$ cat config.mk
export PLATFORM = sky130hd
export DESIGN_NAME = gray_counter_param
export DESIGN_NICKNAME = d
export VERILOG_FILES = /design/src/rtl/gray_pkg.sv /design/src/rtl/gray_enc.sv /design/src/rtl/gray_counter_param.sv
export SDC_FILE = /design/constraint.sdc
export NUM_CORES = 1
export LEC_CHECK = 0
export CAP_MARGIN = 20
export CELL_PAD_IN_SITES_DETAIL_PLACEMENT = 1
export CELL_PAD_IN_SITES_GLOBAL_PLACEMENT = 1
export CORE_MARGIN = 2
export CORE_UTILIZATION = 27
export DETAILED_ROUTE_END_ITERATION = 16
export GPL_TIMING_DRIVEN = 0
export PLACE_DENSITY = 0.69
export SLEW_MARGIN = 25
export SYNTH_ARGS = -nofsm -noshare
export SYNTH_HDL_FRONTEND = slang
export SYNTH_HIERARCHICAL = 1
export SYNTH_SLANG_ARGS = --single-unit
export TNS_END_PERCENT = 5
$ cat constraint.sdc
create_clock -name Clk -period 1.58 [get_ports Clk]
set_clock_uncertainty 0.2 [all_clocks]
set_input_delay 0.316 -clock Clk [delete_from_list [all_inputs] [get_ports Clk]]
set_output_delay 0.316 -clock Clk [all_outputs]
set_load 0.005 [all_outputs]
$ cat src/rtl/gray_pkg.sv
// Shared definitions for the Gray-code counter: direction encodings and a
// width-generic binary-to-Gray helper (operates on up to 32 bits, masked).
package gray_pkg;

    localparam logic DIR_UP = 1'b1;
    localparam logic DIR_DN = 1'b0;

    // Reflected-binary conversion; bits at and above 'width' are forced to 0.
    function automatic logic [31:0] bin2gray(input logic [31:0] bin, input int unsigned width);
        logic [31:0] mask;
        mask = (width >= 32) ? '1 : ((32'd1 << width) - 32'd1);
        return (bin ^ (bin >> 1)) & mask;
    endfunction

endpackage

$ cat src/rtl/gray_enc.sv
// Combinational binary -> Gray converter of parameterised width.
module gray_enc
    import gray_pkg::*;
#(
    parameter int unsigned WIDTH = 3
) (
    input  logic [WIDTH-1:0] i_bin,
    output logic [WIDTH-1:0] o_gray
);

    assign o_gray = WIDTH'(bin2gray(32'(i_bin), WIDTH));

endmodule

$ cat src/rtl/gray_counter_param.sv
// Parametrised up/down Gray-code counter with synchronous load, sticky
// overflow/underflow flags (with clear) and a registered terminal-count pulse.
// Build option: define GRAY_SATURATE_EN to hold at the end points instead of
// wrapping; flags and Tc still fire on every blocked step.
module gray_counter_param
    import gray_pkg::*;
#(
    parameter int unsigned WIDTH    = 3,
    parameter int unsigned INIT_BIN = 0
) (
    input  logic             Clk,
    input  logic             Reset,
    input  logic             En,
    input  logic             Up,
    input  logic             Load,
    input  logic [WIDTH-1:0] LoadVal,
    input  logic             ClrFlag,
    output logic [WIDTH-1:0] Output,
    output logic             Overflow,
    output logic             Underflow,
    output logic             Tc
);

    localparam logic [WIDTH-1:0] CNT_MAX  = '1;
    localparam logic [WIDTH-1:0] CNT_INIT = INIT_BIN[WIDTH-1:0];

    logic [WIDTH-1:0] r_cnt;
    logic             r_ovf;
    logic             r_unf;
    logic             r_tc;

    logic [WIDTH-1:0] w_cnt_nxt;
    logic             w_set_ovf;
    logic             w_set_unf;

    // Next-count mux: load beats count; end-point steps raise the event flags.
    always_comb begin
        w_cnt_nxt = r_cnt;
        w_set_ovf = 1'b0;
        w_set_unf = 1'b0;
        if (Load) begin
            w_cnt_nxt = LoadVal;
        end else if (En) begin
            if (Up == DIR_UP) begin
                if (r_cnt == CNT_MAX) begin
                    w_set_ovf = 1'b1;
`ifdef GRAY_SATURATE_EN
                    w_cnt_nxt = r_cnt;
`else
                    w_cnt_nxt = '0;
`endif
                end else begin
                    w_cnt_nxt = r_cnt + 1'b1;
                end
            end else begin
                if (r_cnt == '0) begin
                    w_set_unf = 1'b1;
`ifdef GRAY_SATURATE_EN
                    w_cnt_nxt = r_cnt;
`else
                    w_cnt_nxt = CNT_MAX;
`endif
                end else begin
                    w_cnt_nxt = r_cnt - 1'b1;
                end
            end
        end
    end

    // Count, sticky flags (a new event beats ClrFlag) and one-cycle Tc.
    always_ff @(posedge Clk or posedge Reset) begin
        if (Reset) begin
            r_cnt <= CNT_INIT;
            r_ovf <= 1'b0;
            r_unf <= 1'b0;
            r_tc  <= 1'b0;
        end else begin
            r_cnt <= w_cnt_nxt;
            r_ovf <= w_set_ovf | (r_ovf & ~ClrFlag);
            r_unf <= w_set_unf | (r_unf & ~ClrFlag);
            r_tc  <= w_set_ovf | w_set_unf;
        end
    end

    gray_enc #(
        .WIDTH (WIDTH)
    ) u_enc (
        .i_bin  (r_cnt),
        .o_gray (Output)
    );

    assign Overflow  = r_ovf;
    assign Underflow = r_unf;
    assign Tc        = r_tc;

endmodule

==> flow_metrics.env <==
export IMPL_outcome="complete, but fails checks"
export IMPL_violations="setup timing"
export IMPL_clockBufferDepth=2
export IMPL_cp_top_family="buffers and inverters"
export IMPL_rsz0062_at_grt="true"
export IMPL_seq_area_frac_synth_pct=37.9
export IMPL_area_growth_pct=70.3
export IMPL_startpoint_type="input port"
export IMPL_powerDensity_nw_per_um2=811
export IMPL_path_class="input port to flop"
export IMPL_use_met3_pct=5.17
export IMPL_maxCapViolations=0
export IMPL_syn_nets=53
export IMPL_setup_viol=5
export IMPL_antenna_diode_count=0
export IMPL_pre_cts_ws_ns=-0.346
export IMPL_ant_nets=0
export IMPL_crit_buf_inv=1
export IMPL_grt_use_total_pct=14.7
export IMPL_slew_headroom_pct=76.7
export IMPL_ys_seq_elements=6
export IMPL_hold_violations=0
export IMPL_dieArea_sq_um=1790
export IMPL_max_clock_freq_ghz=0.584
export IMPL_clock_sinks=6
export IMPL_busiest_layer="met2"
export IMPL_yosys_warnings=6
export IMPL_arrival_ns=1.64
export IMPL_first_pass_iters=4
export IMPL_start_util_pct=29.7
export IMPL_die_x_um=42.3
export IMPL_fin_crit_ns=1.71
export IMPL_finalNonFillerCells=80
export IMPL_post_route_cell_area_sq_um=676
export IMPL_dpl_cell_count=69
export IMPL_fin_nets=80
export IMPL_place_congestion=0.715
export IMPL_ctsRootBufferMaster="clkbuf_4"
export IMPL_path_cells="clkdlybuf4s50_1, nand2b_1, a221oi_2, a211o_2"
export IMPL_fillerInstances=166
export IMPL_viasPerCell=4.98
export IMPL_cp_max_fo=7
export IMPL_final_cell_mix="8 x clkdlybuf4s50_1, 7 x buf_4, 4 x dfrtp_1"
export IMPL_num_vias=398
export IMPL_cts_made_buffers=3
export IMPL_core_area_sq_um=1330
export IMPL_overflow=0
export IMPL_cts_tree="done"
export IMPL_dieHeight_um=42.3
export IMPL_grt_met1_usage_pct=15.8
export IMPL_gr_usage_met2_pct=24.3
export IMPL_final_common_cell="clkdlybuf4s50_1"
export IMPL_ir_worst_vdd_uv=416
export IMPL_total_power_mw=0.548
export IMPL_io_pins=15
export IMPL_avgSynthCellArea_sq_um=9.92
export IMPL_postCtsHoldBufs=0
export IMPL_place_area_sq_um=568
export IMPL_ys_types=20
export IMPL_wire_per_inst_um=13.8
export IMPL_finalCritPeriodShare_pct=108
export IMPL_drc=0
export IMPL_cp_slowest_cell="clkdlybuf4s50_1"
export IMPL_drive_gt1_share_pct=43.1
export IMPL_h_tree_depth=1
export IMPL_routed_wl_mm=1.10
export IMPL_worst_pin_slew_ns=0.349
export IMPL_syn_inst=40
export IMPL_drv_slew=0
export IMPL_portBuffers=14
export IMPL_required_ns=1.51
export IMPL_grt_pass1_vias=440
export IMPL_synth_area_sq_um=397
export IMPL_placementRows=13
export IMPL_hpwlAfterDp_um=736
export IMPL_p_leak_nw=0.315
export IMPL_cp_slowest_stage_delay_ns=0.60
export IMPL_path_clk_slew_ns=0.05
export IMPL_antenna_found_initial=0
export IMPL_detail_route_iter0_violations=3
export IMPL_hp_class="input port to async pin"
export IMPL_clkLatencyLatePin_ns=0.26
export IMPL_grt_pass1_wl_mm=1.92
export IMPL_fin_ws_ns=-0.132
export IMPL_cp_end_kind="flop"
export IMPL_grt_max_degree=8
==> worst paths after layout <==
kind                                from       end  slack [ns]  cells past startpoint
worst max-delay path                Load  r_cnt[0]       -0.13                      4
worst min-delay path               Reset        Tc        0.07                      2
worst max register to register  r_cnt[0]  r_cnt[0]       -0.12                      6
worst min register to register  Overflow  Overflow        0.34                      2
max in group asynchronous          Reset  r_cnt[1]        0.88                      2
min in group Clk                Overflow  Overflow        0.34                      2
==> report_power, final <==
group	switching (mW)	leakage, nW	internal, mW
combinational	0.0919	0.226	0.126
sequential	0.0107	0.0754	0.168
clock	0.0644	0.0138	0.0865
==> area by class of cell <==
type	count	area, sq um	share of cell area (%)
multi-input cells	28	255	37.8
repair buffers	22	195	28.9
flip-flops and latches	6	153	22.6
inverters	5	23.8	3.52
clock buffers	3	22.5	3.33
well taps	15	18.8	2.78
plain buffers	1	7.51	1.11
==> cell families after synthesis <==
family / Yosys count / share of synthesized area (%)
and+or+nand+nor: 12 / 18.9
adders and majority gates: 4 / 12.6
xor gates and xnor gates: 2 / 4.42
buffers and inverters: 6 / 6.63
DFF: 6 / 37.9
AOI/OAI and AO/OA: 10 / 19.6
==> per-stage QoR <==
step	TNS [ns]	utilization [%]	hold slack, ns
after detailed placement	-1.35	42.6	0.327
final	-0.438	50.7	0.0741
after CTS	-0.542	51.1	0.0735
after global routing	-0.876	50.7	0.116
after global placement	-1.25	42.6	0.320
after floorplan	-0.0369	-	-0.0930
==> Yosys cell counts <==
master    count  area share, %
a221oi_1      1            2.2
a221oi_2      1            3.8
o31ai_1       1            1.9
ha_1          4             13
nor3_1        2            2.5
or3b_4        1            2.8
nand2b_1      3            4.7
nand2_1       2            1.9
nor2b_1       1            1.6
or3_1         1            1.6
dfrtp_1       6             38
o22ai_1       2            3.2
and2b_1       1            1.9
a211o_1       1            2.2
a21oi_1       3            3.8
inv_1         5            4.7
a211o_2       1            2.5
nor3b_1       1            1.9
buf_4         1            1.9
xor2_1        2            4.4
==> routing by layer <==
metal / share of wire (%) / up-vias
met5: 0 / -
met4: 0.91 / 0
met3: 5.8 / 3
met2: 50 / 13
met1: 43 / 191
li1: - / 191
==> what timing repair did <==
| item | 4_1_cts | 5_1_grt |
|---|---|---|
| buffers inserted | 8 | 0 |
| gates cloned | 0 | 0 |
| setup endpoints to repair | 9 | 7 |
| gates resized for setup | 20 | 5 |
| pin swaps | 4 | 1 |
==> sequential cells by signal, summed over array words and instances (netlist names) <==
register / count
r_cnt: 3
Overflow: 1
Underflow: 1
Tc: 1
No activity file was read; power rests on OpenSTA's default activity.
